--- src/rtl/axi_burst_tracker_if.sv ---
// Interface bundling the descriptor request channel and the beat output
// channel of axi_burst_tracker. The slave modport is the tracker's view;
// the master modport is the view of whatever issues descriptors and
// consumes beats.
interface axi_burst_tracker_if #(
  parameter int AW = 32
);
  logic          i_req_valid;
  logic          o_req_ready;
  logic [AW-1:0] i_req_addr;
  logic [7:0]    i_req_len;
  logic [2:0]    i_req_size;
  logic [1:0]    i_req_burst;
  logic          o_beat_valid;
  logic          i_beat_ready;
  logic [AW-1:0] o_beat_addr;
  logic [7:0]    o_beat_idx;
  logic          o_beat_last;
  logic          o_busy;
  logic          o_err;

  modport slave (
    input  i_req_valid, i_req_addr, i_req_len, i_req_size, i_req_burst,
    input  i_beat_ready,
    output o_req_ready, o_beat_valid, o_beat_addr, o_beat_idx, o_beat_last,
    output o_busy, o_err
  );

  modport master (
    output i_req_valid, i_req_addr, i_req_len, i_req_size, i_req_burst,
    output i_beat_ready,
    input  o_req_ready, o_beat_valid, o_beat_addr, o_beat_idx, o_beat_last,
    input  o_busy, o_err
  );
endinterface

--- src/rtl/axi_burst_tracker.sv ---
// axi_burst_tracker: responder-side AXI AR/AW burst address generator.
// Takes one burst descriptor per request handshake and walks it out as one
// beat (address, index, last) per cycle, following the AXI next-address
// rules for FIXED, INCR and WRAP bursts with the 4KB page held constant.
// Optional descriptor checking is compiled in when AXI_BURST_CHECK_EN is
// defined; without it o_err is tied low and no check logic exists.
module axi_burst_tracker #(
  parameter int AW = 32,
  parameter int DW = 32
) (
  input  logic                 i_clk,
  input  logic                 i_rst_n,
  axi_burst_tracker_if.slave   bus
);

  // Bus width must be a power of two between 8 and 1024 bits.
  if ((DW < 8) || (DW > 1024) || ((DW & (DW - 1)) != 0)) begin : g_dw_illegal
    $error("axi_burst_tracker: DW must be a power of 2 in 8..1024");
  end

  localparam logic [1:0] BURST_FIXED = 2'b00;
  localparam logic [1:0] BURST_INCR  = 2'b01;
  localparam logic [1:0] BURST_WRAP  = 2'b10;

  // Bits below the 4KB page boundary are free to change; the rest are held.
  // For narrow address buses every bit is free.
  localparam logic [AW-1:0] PAGE_OFS_MASK = (AW > 12) ? AW'(12'hFFF) : {AW{1'b1}};

  typedef enum logic {
    ST_IDLE  = 1'b0,
    ST_BURST = 1'b1
  } state_t;

  state_t        r_state;
  state_t        w_state_next;

  logic [AW-1:0] r_addr;
  logic [7:0]    r_idx;
  logic [7:0]    r_len;
  logic [2:0]    r_size;
  logic [1:0]    r_burst;

  logic          w_req_fire;
  logic          w_beat_fire;
  logic          w_is_last;
  logic          w_wrap_len_ok;

  logic [AW-1:0] w_inc;
  logic [AW-1:0] w_size_mask;
  logic [AW-1:0] w_aligned;
  logic [AW-1:0] w_wrap_mask;
  logic [AW-1:0] w_calc;
  logic [AW-1:0] w_next_addr;

  assign w_req_fire  = (r_state == ST_IDLE)  && bus.i_req_valid;
  assign w_beat_fire = (r_state == ST_BURST) && bus.i_beat_ready;
  assign w_is_last   = (r_idx == r_len);

  // ---------------------------------------------------------------------
  // Next-address arithmetic on the currently held beat address.
  // ---------------------------------------------------------------------
  assign w_inc         = AW'(1) << r_size;
  assign w_size_mask   = w_inc - AW'(1);
  // Adding the increment and then clearing the low bits aligns unaligned
  // start addresses from the second beat onwards.
  assign w_aligned     = (r_addr + w_inc) & ~w_size_mask;
  assign w_wrap_len_ok = (r_len == 8'd1) || (r_len == 8'd3) ||
                         (r_len == 8'd7) || (r_len == 8'd15);
  // Wrap window covers the whole burst; an illegal wrap length degenerates
  // to an empty window, which makes the address hold.
  assign w_wrap_mask   = w_wrap_len_ok ?
                         (((AW'(r_len) + AW'(1)) << r_size) - AW'(1)) : '0;

  // Select the raw next address by burst type (reserved type holds).
  always_comb begin
    w_calc = r_addr;
    case (r_burst)
      BURST_FIXED: w_calc = r_addr;
      BURST_INCR:  w_calc = w_aligned;
      BURST_WRAP:  w_calc = (r_addr & ~w_wrap_mask) | (w_aligned & w_wrap_mask);
      default:     w_calc = r_addr;
    endcase
  end

  // Page bits come from the current address, so any carry out of bit 11
  // is dropped and the burst never leaves its 4KB page.
  assign w_next_addr = (w_calc & PAGE_OFS_MASK) | (r_addr & ~PAGE_OFS_MASK);

  // ---------------------------------------------------------------------
  // Control FSM.
  // ---------------------------------------------------------------------

  // State register; reset aborts any burst immediately.
  always_ff @(posedge i_clk or negedge i_rst_n) begin
    if (!i_rst_n) begin
      r_state <= ST_IDLE;
    end else begin
      r_state <= w_state_next;
    end
  end

  // Next state: accept in IDLE, return to IDLE once the last beat is taken.
  always_comb begin
    w_state_next = r_state;
    case (r_state)
      ST_IDLE: begin
        if (bus.i_req_valid) begin
          w_state_next = ST_BURST;
        end
      end
      ST_BURST: begin
        if (bus.i_beat_ready && w_is_last) begin
          w_state_next = ST_IDLE;
        end
      end
      default: w_state_next = ST_IDLE;
    endcase
  end

  // Descriptor capture and beat advance; values hold under backpressure.
  always_ff @(posedge i_clk or negedge i_rst_n) begin
    if (!i_rst_n) begin
      r_addr  <= '0;
      r_idx   <= '0;
      r_len   <= '0;
      r_size  <= '0;
      r_burst <= '0;
    end else if (w_req_fire) begin
      r_addr  <= bus.i_req_addr;
      r_idx   <= '0;
      r_len   <= bus.i_req_len;
      r_size  <= bus.i_req_size;
      r_burst <= bus.i_req_burst;
    end else if (w_beat_fire && !w_is_last) begin
      r_addr  <= w_next_addr;
      r_idx   <= r_idx + 8'd1;
    end
  end

  // ---------------------------------------------------------------------
  // Optional descriptor checking.
  // ---------------------------------------------------------------------
`ifdef AXI_BURST_CHECK_EN
  localparam int         MAXSZ   = $clog2(DW / 8);
  localparam logic [3:0] MAXSZ_L = 4'(MAXSZ);

  logic          r_err;
  logic          w_chk_err;
  logic          w_chk_wrap_len_ok;
  logic [AW-1:0] w_chk_size_mask;
  logic [AW-1:0] w_chk_end;

  assign w_chk_wrap_len_ok = (bus.i_req_len == 8'd1) || (bus.i_req_len == 8'd3) ||
                             (bus.i_req_len == 8'd7) || (bus.i_req_len == 8'd15);
  assign w_chk_size_mask   = (AW'(1) << bus.i_req_size) - AW'(1);
  // Address of the final byte an INCR burst would touch.
  assign w_chk_end         = bus.i_req_addr +
                             ((AW'(bus.i_req_len) + AW'(1)) << bus.i_req_size) - AW'(1);

  // Combine all descriptor violations; page compare is vacuous for AW<=12.
  always_comb begin
    w_chk_err = 1'b0;
    if (bus.i_req_burst == 2'b11) begin
      w_chk_err = 1'b1;
    end
    if ((bus.i_req_burst == BURST_WRAP) && !w_chk_wrap_len_ok) begin
      w_chk_err = 1'b1;
    end
    if ((bus.i_req_burst == BURST_WRAP) &&
        ((bus.i_req_addr & w_chk_size_mask) != '0)) begin
      w_chk_err = 1'b1;
    end
    if ({1'b0, bus.i_req_size} > MAXSZ_L) begin
      w_chk_err = 1'b1;
    end
    if ((bus.i_req_burst == BURST_INCR) &&
        ((bus.i_req_addr >> 12) != (w_chk_end >> 12))) begin
      w_chk_err = 1'b1;
    end
  end

  // Error flag captured at acceptance, held for the burst, cleared at its end.
  always_ff @(posedge i_clk or negedge i_rst_n) begin
    if (!i_rst_n) begin
      r_err <= 1'b0;
    end else if (w_req_fire) begin
      r_err <= w_chk_err;
    end else if (w_beat_fire && w_is_last) begin
      r_err <= 1'b0;
    end
  end

  assign bus.o_err = r_err;
`else
  assign bus.o_err = 1'b0;
`endif

  // ---------------------------------------------------------------------
  // Outputs.
  // ---------------------------------------------------------------------
  assign bus.o_req_ready  = (r_state == ST_IDLE);
  assign bus.o_beat_valid = (r_state == ST_BURST);
  assign bus.o_busy       = (r_state == ST_BURST);
  assign bus.o_beat_addr  = r_addr;
  assign bus.o_beat_idx   = r_idx;
  assign bus.o_beat_last  = (r_state == ST_BURST) && w_is_last;

endmodule

--- src/flat_wrapper.sv ---
// flat-port wrapper written by rule: the top's interface ports become plain ports
module axi_burst_tracker_flat 
#(
  parameter int AW = 32,
  parameter int DW = 32
)
  (i_clk, i_rst_n, bus_i_req_valid, bus_i_req_addr, bus_i_req_len, bus_i_req_size, bus_i_req_burst, bus_i_beat_ready, bus_o_req_ready, bus_o_beat_valid, bus_o_beat_addr, bus_o_beat_idx, bus_o_beat_last, bus_o_busy, bus_o_err);
  axi_burst_tracker_if #(.AW(AW)) bus_i ();
  input  logic i_clk;
  input  logic i_rst_n;
  input wire logic [$bits(bus_i.i_req_valid)-1:0] bus_i_req_valid;
  input wire logic [$bits(bus_i.i_req_addr)-1:0] bus_i_req_addr;
  input wire logic [$bits(bus_i.i_req_len)-1:0] bus_i_req_len;
  input wire logic [$bits(bus_i.i_req_size)-1:0] bus_i_req_size;
  input wire logic [$bits(bus_i.i_req_burst)-1:0] bus_i_req_burst;
  input wire logic [$bits(bus_i.i_beat_ready)-1:0] bus_i_beat_ready;
  output wire logic [$bits(bus_i.o_req_ready)-1:0] bus_o_req_ready;
  output wire logic [$bits(bus_i.o_beat_valid)-1:0] bus_o_beat_valid;
  output wire logic [$bits(bus_i.o_beat_addr)-1:0] bus_o_beat_addr;
  output wire logic [$bits(bus_i.o_beat_idx)-1:0] bus_o_beat_idx;
  output wire logic [$bits(bus_i.o_beat_last)-1:0] bus_o_beat_last;
  output wire logic [$bits(bus_i.o_busy)-1:0] bus_o_busy;
  output wire logic [$bits(bus_i.o_err)-1:0] bus_o_err;
  assign bus_i.i_req_valid = bus_i_req_valid;
  assign bus_i.i_req_addr = bus_i_req_addr;
  assign bus_i.i_req_len = bus_i_req_len;
  assign bus_i.i_req_size = bus_i_req_size;
  assign bus_i.i_req_burst = bus_i_req_burst;
  assign bus_i.i_beat_ready = bus_i_beat_ready;
  assign bus_o_req_ready = bus_i.o_req_ready;
  assign bus_o_beat_valid = bus_i.o_beat_valid;
  assign bus_o_beat_addr = bus_i.o_beat_addr;
  assign bus_o_beat_idx = bus_i.o_beat_idx;
  assign bus_o_beat_last = bus_i.o_beat_last;
  assign bus_o_busy = bus_i.o_busy;
  assign bus_o_err = bus_i.o_err;
  axi_burst_tracker #(.AW(AW), .DW(DW)) u_core (.i_clk(i_clk), .i_rst_n(i_rst_n), .bus(bus_i));
endmodule
--- config.mk ---
export PLATFORM = sky130hd
export DESIGN_NAME = axi_burst_tracker_flat
export DESIGN_NICKNAME = d
export VERILOG_FILES = /design/src/rtl/axi_burst_tracker_if.sv /design/src/rtl/axi_burst_tracker.sv /design/src/flat_wrapper.sv
export SDC_FILE = /design/constraint.sdc
export NUM_CORES = 1
export LEC_CHECK = 0
export ABC_AREA = 1
export CAP_MARGIN = 20
export CORE_MARGIN = 8
export CORE_UTILIZATION = 30
export DETAILED_ROUTE_END_ITERATION = 7
export HOLD_SLACK_MARGIN = 0.12
export SKIP_LAST_GASP = 1
export SLEW_MARGIN = 10
export SYNTH_ARGS = -nofsm -noshare
export SYNTH_HDL_FRONTEND = slang
export SYNTH_SLANG_ARGS = --single-unit
export TNS_END_PERCENT = 5
--- constraint.sdc ---
create_clock -name i_clk -period 3.1 [get_ports i_clk]
set_clock_uncertainty 0.05 [all_clocks]
set_input_delay 0.62 -clock i_clk [delete_from_list [all_inputs] [get_ports i_clk]]
set_output_delay 0.62 -clock i_clk [all_outputs]
set_load 0.1 [all_outputs]
==> results.yml, run 1 <==
global_route:
  use_met3: 0.02967
  grt_overflow: 0
  met2_usage: 0.2294
  antenna_found_initial: 0
  track_usage: 0.1375
  grt_max_degree: 35
  grt_first_pass_wirelength_mm: 20.50
  busiest_layer: "met2"
  grt_pass1_vias: 4070
  use_met1: 0.1757
final_layout:
  fin_util: 0.3879
  fin_area_sq_mm: 0.005384
  final_cells: 887
  drive_gt1_frac: 0.1768
  final_net_count: 770
  syn_to_final_growth_pct: 25.93
  antenna-diode-count: 0
route:
  dr.pass1.iters: 5
  vias_per_cell: 4.692
  vias: 4162
  wl_per_cell_um: 13.88
  drc: 0
  drt_wl_total_mm: 12.32
  postRouteAntennaNets: 0
  drt_iter0_drc: 212
cts:
  numCtsBuffers: 5
  cts_max_level: 2
  cts-root-buf: "clkbuf_16"
  clock-sinks: 54
  cts_tree: "yes"
  post_cts_buffers: 0
  clkLatencyLatePin_ns: 0.30
  clkTransAtPathRegs_ns: 0.08
  ctsLongestPathBuffers: 2
place:
  routabilityCongestion: 0.8574
  placed_area_sq_mm: 0.005209
  hpwlAfterDp_mm: 9.671
  dp_cells: 879
  port_buffers: 92
timing:
  finalCritPeriodShare: 0.9045
  fmax_mhz: 356.6
  worst_pin_slew_ns: 0.7014
  hold_viol: 0
  setup_violations: 0
  finalSetupTns_ns: 0
  slew_violations: 0
  relSlewSlack: 0.5324
  rsz0062_at_grt: "false"
  finalCriticalPeriod_ns: 2.804
worst_setup_path:
  criticalPathCategory: "reg2reg"
  max_stage_delay_ns: 0.49
  crit_path_start_kind: "register"
  critical_path_buf_inv_count: 2
  cp_data_required_time_ns: 3.25
  path_cells: "nor2_2 > nand2_1 > nor2_2 > inv_1 > fa_1 > inv_1 > nand3_1 > nand2_1 > nand4_1 > nand2_1 > nand2_1 > nor2_1 > xor2_1 > nand4_1 > nand3_1 > nand2_1 > nand2_1 > nand2_1"
  end_kind: "register"
  cp_data_arrival_time_ns: 2.96
  crit_slowest_cell: "dfrtp_2"
  critPathMaxFanout: 10
  r2r_setup_slack_ns: 0.30
  cp_common_cell: "nand2_1"
  crit_family: "simple AND/OR/NAND/NOR gates"
run_status:
  status: "finished clean"
yosys:
  ys_ff_latch: 54
  synthTopCellsByArea: "dfrtp_1, nand2_1, nand3_1"
  synth.top_cell.area_share: 0.3161
  yosysTopAreaCell: "dfrtp_1"
  synth_cell_types: 43
  netlist_area_sq_mm: 0.004275
  syn_avg_cell_area_sq_um: 6.896
  synth_warnings: 0
  synth_seq_area_share: 0.3161
  postSynthNetCount: 684
  syn_inst: 620
floorplan:
  ios: 94
  fp.dieArea_sq_mm: 0.01833
  initial_core_util: 0.3080
  dieHeight_um: 135.4
  core_area_sq_mm: 0.01388
  chipWidth_um: 135.4
  fp-row-count: 43
min_path:
  hold_path_class: "in2async"
job:
  max-cap-violations: 0
[sequential cells by signal, indices dropped and copies added (netlist names)]
register and flops:
u_core.bus.o_beat_addr 32, u_core.bus.o_beat_idx 8, u_core.r_len 8, u_core.r_size 3, u_core.r_burst 2, u_core.bus.o_beat_valid 1
[final cells by class]
class | count | area [sq um]
multi-input combinational | 477 | 2486
timing repair buffer | 102 | 893.4
fill | 1491 | 8497
clock buffer | 5 | 125.1
clock inverter | 3 | 48.80
tap | 180 | 225.2
inverter | 66 | 252.7
sequential | 54 | 1353
[kinds of logic (layout without fill, tap and decap cells)]
group                      count (synthesis)  after routing  share of synthesized area
AOI/OAI and AO/OA                         67             67                    0.08809
xor gates and xnor gates                  12             12                    0.02458
adders and majority gates                 15             15                    0.04565
buffers and inverters                     89            176                     0.1042
DFF                                       54             54                     0.3161
other                                      1              1                  0.0008771
and+or+nand+nor                          382            382                     0.4205
[cells in the final DEF, fill, tap and decap left out, types with 7 or more instances in the layout]
master,instances
nand3_1,63
o21ai_0,32
nand3_2,14
inv_2,7
a21oi_1,15
ha_1,14
nand4_1,15
nor2_2,8
dfrtp_1,53
clkdlybuf4s50_1,47
buf_4,53
nor2_1,24
xnor2_1,7
inv_1,57
nand2_2,11
nand2_1,222
[timing repair]
action | 4_1_cts | 5_1_grt
setup endpoints to repair | 0 | 2
resized for setup | 0 | 1
hold buffers | 0 | 0
[cell usage after synthesis (all sizes together)]
cell,count
buf,9
a21o,4
o22ai,3
a21oi,15
nor3,5
nand4,15
a211oi,1
o21a,1
o21ai,37
o211ai,4
xnor2,7
conb,1
a22oi,1
nor2,37
clkbuf,14
o21bai,1
or3,1
inv,64
dfrtp,54
clkinv,2
fa,1
nor3b,1
nand2,238
nand3,77
xor2,5
ha,14
or2,7
nor4,1
[per-layer routing]
layer	vias up	share of wire
met2	87	0.47
met3	7	0.056
li1	2166	-
met5	-	0
met4	0	0.0088
met1	1902	0.46
[through the flow]
stage                     setup slack (ns)  hold slack, ns
after floorplan                    0.06614          0.2744
after global placement              0.3655          0.4135
after detailed placement            0.3067          0.4164
after CTS                           0.2637          0.3403
after global routing               0.03926          0.3757
final                               0.2961          0.2976
[worst paths after layout]
| check | from | end | depth (start not counted) |
|---|---|---|---|
| min in group i_clk | u_core.bus.o_beat_addr[27]$_DFFE_PN0P_ | u_core.bus.o_beat_addr[27]$_DFFE_PN0P_ | 2 |
| hold reg to reg | u_core.bus.o_beat_addr[27]$_DFFE_PN0P_ | u_core.bus.o_beat_addr[27]$_DFFE_PN0P_ | 2 |
| setup reg to reg | u_core.r_size[1]$_DFFE_PN0P_ | u_core.bus.o_beat_addr[10]$_DFFE_PN0P_ | 18 |
| max in group asynchronous | i_rst_n | u_core.bus.o_beat_idx[1]$_DFFE_PN0P_ | 2 |
| setup / recovery | u_core.r_size[1]$_DFFE_PN0P_ | u_core.bus.o_beat_addr[10]$_DFFE_PN0P_ | 18 |
| hold / removal | i_rst_n | u_core.bus.o_beat_addr[11]$_DFFE_PN0P_ | 1 |
Power of run 1 is left out: the tool's default activity adds up to more than one toggle a clock period on the data nets, which glitch-free logic cannot reach.
==> inputs of run 2 (changes only) <==
--- a/config.mk
+++ b/config.mk
@@ -11,6 +11,7 @@
 export CORE_UTILIZATION = 30
 export DETAILED_ROUTE_END_ITERATION = 7
 export HOLD_SLACK_MARGIN = 0.12
+export MAX_ROUTING_LAYER = met4
 export SKIP_LAST_GASP = 1
 export SLEW_MARGIN = 10
 export SYNTH_ARGS = -nofsm -noshare
==> results.yml, run 2 (synthesis results as in run 1) <==
global_route:
  grt_overflow: 0
  grt_pass1_vias: 4091
  grt_first_pass_wirelength_mm: 20.44
  grt_max_degree: 35
  antenna_found_initial: 0
  track_usage: 0.1414
worst_setup_path:
  crit_path_start_kind: "register"
  critical_path_buf_inv_count: 2
  end_kind: "register"
  cp_data_required_time_ns: 3.25
  cp_data_arrival_time_ns: 2.95
  cp_common_cell: "nand2_1"
  criticalPathCategory: "reg2reg"
  max_stage_delay_ns: 0.49
  crit_family: "simple AND/OR/NAND/NOR gates"
  crit_slowest_cell: "dfrtp_2"
  critPathMaxFanout: 10
  path_cells: "nor2_2 > nand2_1 > nor2_2 > inv_1 > fa_1 > inv_1 > nand3_1 > nand2_1 > nand4_1 > nand2_1 > nand2_1 > nor2_1 > xor2_1 > nand4_1 > nand3_1 > nand2_1 > nand2_1 > nand2_1"
cts:
  clkTransAtPathRegs_ns: 0.08
  cts-root-buf: "clkbuf_16"
  cts_tree: "yes"
  clock-sinks: 54
  cts_max_level: 2
  numCtsBuffers: 5
  ctsLongestPathBuffers: 2
  clkLatencyLatePin_ns: 0.30
  post_cts_buffers: 0
timing:
  finalCriticalPeriod_ns: 2.795
  finalSetupTns_ns: 0
  slew_violations: 0
  fmax_mhz: 357.8
  setup_violations: 0
  rsz0062_at_grt: "false"
  hold_slack_ns: 0.3013
  hold_viol: 0
  relSlewSlack: 0.5276
  finalCritPeriodShare: 0.9017
  worst_pin_slew_ns: 0.7086
route:
  postRouteAntennaNets: 0
  vias_per_cell: 4.713
  drt_wl_total_mm: 12.34
  wl_per_cell_um: 13.91
  drc: 0
  drt_iter0_drc: 230
  vias: 4180
  dr.pass1.iters: 5
final_layout:
  mostFrequentLayoutCells: "nand2_1, nand3_1, inv_1"
  drive_gt1_frac: 0.1768
  syn_to_final_growth_pct: 25.93
  antenna-diode-count: 0
  fin_area_sq_mm: 0.005384
  final_common_cell: "nand2_1"
  final_net_count: 770
  largest_reg_flops: 32
floorplan:
  initial_core_util: 0.3080
  chipWidth_um: 135.4
  dieHeight_um: 135.4
  fp-row-count: 43
  core_area_sq_mm: 0.01388
  fp.dieArea_sq_mm: 0.01833
  ios: 94
place:
  placed_area_sq_mm: 0.005209
  hpwlAfterDp_mm: 9.671
  routabilityCongestion: 0.8711
  port_buffers: 92
job:
  max-cap-violations: 0
run_status:
  status: "finished clean"
min_path:
  hold_path_class: "in2async"
run 2: cell counts in the layout (fill, tap and decap cells not counted):
Identical to the previous run, type by type.
run 2: stage by stage:
| step | setup slack, ns | cells | util |
|---|---|---|---|
| after floorplan | 0.06614 | 620 | - |
| after global placement | 0.3655 | 879 | 0.3752 |
| after detailed placement | 0.3067 | 879 | 0.3752 |
| after CTS | 0.2637 | 887 | 0.3878 |
| after global routing | 0.03926 | 887 | 0.3879 |
| final | 0.3048 | 887 | 0.3879 |
run 2: layer usage:
layer,wire length [um],track usage
met1,5805,0.1819
met2,5844,0.2292
met3,580,0.01929
met4,108,0.03578
met5,0,-
run 2: timing repair:
action                                  4_1_cts  5_1_grt
hold buffers                                  0        0
resized for setup                             0        1
endpoints found under the setup margin        0        2
run 2: final timing paths:
kind	start	end	slack (ns)	depth (start not counted)
max reg2reg	u_core.r_size[1]$_DFFE_PN0P_	u_core.bus.o_beat_addr[10]$_DFFE_PN0P_	0.30	18
min	i_rst_n	u_core.bus.o_beat_addr[11]$_DFFE_PN0P_	0.30	1
max in group asynchronous	i_rst_n	u_core.bus.o_beat_addr[29]$_DFFE_PN0P_	1.98	2
max	u_core.r_size[1]$_DFFE_PN0P_	u_core.bus.o_beat_addr[10]$_DFFE_PN0P_	0.30	18
min in group i_clk	u_core.bus.o_beat_addr[27]$_DFFE_PN0P_	u_core.bus.o_beat_addr[27]$_DFFE_PN0P_	0.43	2
min reg2reg	u_core.bus.o_beat_addr[27]$_DFFE_PN0P_	u_core.bus.o_beat_addr[27]$_DFFE_PN0P_	0.43	2
run 2: area by class of cell:
class	count	area, sq um
multi-input combinational	477	2486
tap	180	225.2
clock inverter	3	48.80
timing repair buffer	102	893.4
inverter	66	252.7
fill	1491	8497
sequential	54	1353
clock buffer	5	125.1
Power of run 2 is left out for the same reason.
